`config.mk`:
```
export PLATFORM = sky130hd
export DESIGN_NAME = rpc_digit_serial_adder
export DESIGN_NICKNAME = d
export VERILOG_FILES = /design/src/rtl/rpc_digit_serial_adder.sv
export SDC_FILE = /design/constraint.sdc
export NUM_CORES = 1
export LEC_CHECK = 0
export BUFFER_PORTS_ARGS = -buffer_cell sky130_fd_sc_hd__buf_2
export CORE_MARGIN = 8
export CORE_UTILIZATION = 40
export DETAILED_ROUTE_END_ITERATION = 7
export GPL_TIMING_DRIVEN = 0
export MAX_ROUTING_LAYER = met4
export SYNTH_ARGS = -nofsm -noshare
export SYNTH_HDL_FRONTEND = slang
export SYNTH_SLANG_ARGS = --single-unit
```
`constraint.sdc`:
```
create_clock -name clk -period 1.4 [get_ports clk]
set_input_delay 0.42 -clock clk [delete_from_list [all_inputs] [get_ports clk]]
set_output_delay 0.42 -clock clk [all_outputs]
set_load 0.02 [all_outputs]
```
`src/rtl/rpc_digit_serial_adder.sv`:
```
// rpc_digit_serial_adder
//   Digit-serial adder/subtractor. Operands of NR_BITS are added DIGIT bits
//   per clock through a DIGIT-wide ripple slice; the carry between beats is
//   held in a register. op=1 inverts B so that c_in=1 gives a-b.
//
// Parameters
//   NR_BITS  operand/result width (multiple of DIGIT)
//   DIGIT    bits processed per clock (1..NR_BITS)
//
// Ports
//   clk        rising-edge clock
//   rst_n      asynchronous active-low reset
//   in_valid   operands present           in_ready   block can accept operands
//   a, b       operands                   c_in       carry into bit 0
//   op         0: a+b+c_in, 1: a+~b+c_in
//   out_valid  result valid               out_ready  consumer accepts result
//   sum        result                     c_out      carry out of MSB
//   ovf        (RPC_SERIAL_OVF_EN only) signed overflow of the result
//
// Optional feature macro: RPC_SERIAL_OVF_EN adds the ovf output.
module rpc_digit_serial_adder #(
  parameter int unsigned NR_BITS = 8,
  parameter int unsigned DIGIT   = 2
) (
  input  logic               clk,
  input  logic               rst_n,
  input  logic               in_valid,
  output logic               in_ready,
  input  logic [NR_BITS-1:0] a,
  input  logic [NR_BITS-1:0] b,
  input  logic               c_in,
  input  logic               op,
  output logic               out_valid,
  input  logic               out_ready,
  output logic [NR_BITS-1:0] sum,
  output logic               c_out
`ifdef RPC_SERIAL_OVF_EN
  ,
  output logic               ovf
`endif
);

  localparam int unsigned BEATS     = NR_BITS / DIGIT;
  localparam int unsigned CNT_W     = (BEATS > 1) ? $clog2(BEATS) : 1;
  localparam logic [CNT_W-1:0] LAST_BEAT = CNT_W'(BEATS - 1);

  typedef enum logic [1:0] {
    IDLE = 2'd0,
    BUSY = 2'd1,
    DONE = 2'd2
  } state_t;

  state_t               r_state,     w_state_nxt;
  logic [NR_BITS-1:0]   r_a,         w_a_nxt;
  logic [NR_BITS-1:0]   r_b,         w_b_nxt;
  logic [NR_BITS-1:0]   r_acc,       w_acc_nxt;
  logic                 r_carry,     w_carry_nxt;
  logic [CNT_W-1:0]     r_cnt,       w_cnt_nxt;
  logic [NR_BITS-1:0]   r_sum,       w_sum_nxt;
  logic                 r_c_out,     w_c_out_nxt;
  logic                 r_in_ready,  w_in_ready_nxt;
  logic                 r_out_valid, w_out_valid_nxt;

  logic [DIGIT:0]           w_digit_sum;
  logic [NR_BITS+DIGIT-1:0] w_acc_cat;
  logic [NR_BITS-1:0]       w_acc_shift;

  // One ripple slice: DIGIT LSBs of each operand plus the inter-beat carry
  assign w_digit_sum = (DIGIT+1)'(r_a[DIGIT-1:0]) + (DIGIT+1)'(r_b[DIGIT-1:0])
                     + (DIGIT+1)'(r_carry);

  // New digit enters the accumulator at the MSB end, older digits move down
  assign w_acc_cat   = {w_digit_sum[DIGIT-1:0], r_acc};
  assign w_acc_shift = w_acc_cat[NR_BITS+DIGIT-1:DIGIT];

`ifdef RPC_SERIAL_OVF_EN
  logic r_ovf, w_ovf_nxt;
  logic w_c_msb_in;

  // Carry into the top bit recovered from that bit's sum and operands
  assign w_c_msb_in = w_digit_sum[DIGIT-1] ^ r_a[DIGIT-1] ^ r_b[DIGIT-1];
`endif

  // Next-state and datapath update
  always_comb begin
    w_state_nxt = r_state;
    w_a_nxt     = r_a;
    w_b_nxt     = r_b;
    w_acc_nxt   = r_acc;
    w_carry_nxt = r_carry;
    w_cnt_nxt   = r_cnt;
    w_sum_nxt   = r_sum;
    w_c_out_nxt = r_c_out;
`ifdef RPC_SERIAL_OVF_EN
    w_ovf_nxt   = r_ovf;
`endif

    case (r_state)
      IDLE: begin
        if (in_valid) begin
          w_a_nxt     = a;
          w_b_nxt     = b ^ {NR_BITS{op}};
          w_acc_nxt   = '0;
          w_carry_nxt = c_in;
          w_cnt_nxt   = '0;
          w_state_nxt = BUSY;
        end
      end
      BUSY: begin
        w_a_nxt     = r_a >> DIGIT;
        w_b_nxt     = r_b >> DIGIT;
        w_acc_nxt   = w_acc_shift;
        w_carry_nxt = w_digit_sum[DIGIT];
        w_cnt_nxt   = CNT_W'(r_cnt + CNT_W'(1));
        if (r_cnt == LAST_BEAT) begin
          // Result is published only when complete; sum holds otherwise
          w_sum_nxt   = w_acc_shift;
          w_c_out_nxt = w_digit_sum[DIGIT];
`ifdef RPC_SERIAL_OVF_EN
          w_ovf_nxt   = w_c_msb_in ^ w_digit_sum[DIGIT];
`endif
          w_state_nxt = DONE;
        end
      end
      DONE: begin
        if (out_ready) begin
          w_state_nxt = IDLE;
        end
      end
      default: begin
        w_state_nxt = IDLE;
      end
    endcase

    // Handshake flags track the next state so they come straight from flops
    w_in_ready_nxt  = (w_state_nxt == IDLE);
    w_out_valid_nxt = (w_state_nxt == DONE);
  end

  // State and datapath registers
  always_ff @(posedge clk or negedge rst_n) begin
    if (!rst_n) begin
      r_state     <= IDLE;
      r_a         <= '0;
      r_b         <= '0;
      r_acc       <= '0;
      r_carry     <= 1'b0;
      r_cnt       <= '0;
      r_sum       <= '0;
      r_c_out     <= 1'b0;
      r_in_ready  <= 1'b1;
      r_out_valid <= 1'b0;
`ifdef RPC_SERIAL_OVF_EN
      r_ovf       <= 1'b0;
`endif
    end else begin
      r_state     <= w_state_nxt;
      r_a         <= w_a_nxt;
      r_b         <= w_b_nxt;
      r_acc       <= w_acc_nxt;
      r_carry     <= w_carry_nxt;
      r_cnt       <= w_cnt_nxt;
      r_sum       <= w_sum_nxt;
      r_c_out     <= w_c_out_nxt;
      r_in_ready  <= w_in_ready_nxt;
      r_out_valid <= w_out_valid_nxt;
`ifdef RPC_SERIAL_OVF_EN
      r_ovf       <= w_ovf_nxt;
`endif
    end
  end

  assign in_ready  = r_in_ready;
  assign out_valid = r_out_valid;
  assign sum       = r_sum;
  assign c_out     = r_c_out;
`ifdef RPC_SERIAL_OVF_EN
  assign ovf       = r_ovf;
`endif

endmodule
```
==> qor.csv <==
metric,value,unit
status,"finished, violations left",
failing checks,negative setup slack,
leakage,0.996,nW
first drt pass iteration count,4,
clock tree sinks,38,
CP max stage cell,fa_2,
num ports,33,
"slowest stage delay, CP",0.43,ns
per-cell routed wire length,15.1,um
fmax,0.673,GHz
"Req. time, crit path",1.62,ns
Synth Register Bits,38,
Final GP Congestion,0.745,
r2r setup slk,-0.09,ns
1st-iter DRT viols,92,
Inserted Diodes,0,
post-route ant nets,0,
DP HPWL,2530,um
crit-path max FO,2,
Final Max Tran Viols,0,
slew margin rel.,0.439,
Mapped Cells,148,
Peak supply drop,0.000826,V
largest net degree at the start of global routing,39,
final hold violation count,0,
"Area growth, synth to finish",23.6,%
layout cells sized above 1,0.340,
Power Dens Cells,2310,nW/um^2
Final WS setup,-0.0867,ns
DIE WIDTH,80.8,um
Global Route Usage Sum,0.123,
DIE HEIGHT,80.8,um
# rows,23,
Yosys top cell area share,0.552,
setup violators final,3,
Total Wirelength,3600,um
CP cell instances,fa_2 > inv_2 > fa_2 > o21ai_1,
core area,4030,sq um
Place WS,-0.0918,ns
syn avg cell area,11.3,sq um
maximum buffer depth of the clock tree,2,
Startpoint Class,register,
vias per inst,5.04,
fin crit period,1.49,ns
I/O Buffers,31,
top_reg_cell synth,dfrtp_1,
Critical Path AT,1.71,ns
Num CTS Buffers,5,
Worst Skew,0.00725,ns
Hold WC Path Type,input pin to async pin,
final std cells w/o fill,238,
Syn Nets,173,
sequential area share after synthesis,0.567,
Die ar.,6520,sq um
htree depth,2,
post-synth top area cell,dfrtp_1,
Synth area leaders,"dfrtp_1 55%, mux2_2 4.7%, nand2_1 4.7%",
vias in the first global route,1278,
Residual DRC,0,
Root Driver,clkbuf_8,
most frequent CP cell,fa_2,
clk_lat worst skew,0.29,ns
asr flop ratio synth,1.00,
initial antenna violation count,0,
Syn. warnings,0,
Netlist cell types,25,
Design Power,4.80,mW
actual slew at the worst max-slew pin,0.842,ns
Hold Slack,0.232,ns
synthesized area,1680,sq um
"Hold-fix buffers, CTS",0,
final net count,212,
critical path type,register to register,
placed cell count,229,
RSZ-0062 raised after global routing,yes,
detailed-route via count,1200,
first-pass GRT wire length,5980,um
clock-pin transition on the worst setup and hold timing paths,0.07,ns
Final Cycle Share,1.06,
CTS tree,done,
CP Capture Type,register,
Starting Density,0.416,
total grt overflow,0,
"EDFF count, synth",0,
number of max-cap violations,0,
[through the flow]
step,setup TNS [ns],util,instance area (sq um)
2_1_floorplan,-0.0535,-,1680
3_3_place_gp,-0.315,0.471,1900
3_5_place_dp,-0.505,0.471,1900
4_1_cts,-0.200,0.507,2040
5_1_grt,-0.335,0.515,2070
6_report,-0.169,0.515,2070
[final cells by class]
cell class / instances / area, sq um
Buffer: 10 / 56.3
Clock buffer: 6 / 82.6
Clock inverter: 2 / 60.1
Fill cell: 404 / 1950
Inverter: 4 / 15.0
Multi-Input combinational cell: 95 / 673
Sequential cell: 38 / 952
Tap cell: 50 / 62.6
Timing Repair Buffer: 33 / 173
[per-layer routing]
| layer | part of all wire | vias to the layer above | GRT usage |
|---|---|---|---|
| met3 | 0.068 | 6 | 0.0442 |
| met2 | 0.45 | 33 | 0.172 |
| met1 | 0.46 | 577 | 0.153 |
| met4 | 0.015 | 0 | 0.0643 |
| met5 | 0 | - | - |
| li1 | - | 584 | - |
[Yosys cell counts, types with 2 or more instances]
cell type	count
mux2_2	7
o21ai_1	2
o211ai_1	3
buf_2	10
nand3b_1	3
nor2b_1	6
o21ai_0	13
fa_1	2
nand2_1	21
nor2_1	5
xnor2_1	8
a22oi_1	6
a221o_1	3
a22o_1	6
dfrtp_1	37
inv_1	4
a21oi_1	4
[cells by family (layout without fill, tap and decap cells)]
group	Yosys count	after routing	synth area share
muxes	7	7	0.0470
buffers and inverters	15	55	0.0410
DFF	38	38	0.567
and+or+nand+nor	39	39	0.119
xor gates and xnor gates	8	8	0.0418
AOI/OAI and AO/OA	38	38	0.153
adders and majority gates	3	3	0.0313
[power breakdown]
part	switching, mW	internal, mW
clock network	0.387	0.760
registers	0.251	1.56
logic	1.01	0.832
[path summary, 6_finish.rpt]
check,endpoint,start,depth (start not counted)
min,c_out,rst_n,1
max reg2reg,r_acc[7],r_a[0],4
min in group clk,r_carry,c_in,3
max in group asynchronous,sum[1],rst_n,1
min reg2reg,sum[7],sum[7],2
max,r_acc[7],r_a[0],4
[critical path: cells and delay by family (launching register included)]
family | cells | cell delay [ns]
flip-flops | 1 | 0.41
adder cells (fa/ha/maj) | 2 | 0.82
buffers and inverters | 1 | 0.07
AO/OA/AOI/OAI | 1 | 0.12
[cell usage in the layout (no fill, tap or decap)]
cell type	instances
dfrtp_1	37
buf_2	36
nand2_1	21
o21ai_0	10
xnor2_1	8
mux2_2	7
nor2b_1	6
a22o_1	6
a22oi_1	6
clkbuf_8	6
nor2_1	5
buf_4	4
a21oi_1	4
o21ai_1	4
inv_1	3
nand3b_1	3
o211ai_1	3
a221o_1	3
clkbuf_4	2
fa_2	2
bufinv_16	2
nand3b_4	1
clkbuf_1	1
o21bai_4	1
and2_1	1
inv_2	1
or3b_1	1
nand2b_1	1
o21ai_2	1
ha_1	1
dfstp_2	1
[sequential cells by signal, indices dropped and copies added, names as in the netlist]
register,flops
r_carry,1
sum,8
c_out,1
r_acc,6
r_cnt,2
in_ready,1
r_a,8
out_valid,1
r_b,8
r_state,2
[timing repair]
item / 4_1_cts / 5_1_grt
gates resized for setup: 1 / 8
setup buffers: 1 / 1
pin swaps: 1 / 0
setup endpoints to repair: 7 / 26
gates cloned: 0 / 0
Note: power is estimated with default switching activity, not from simulation.
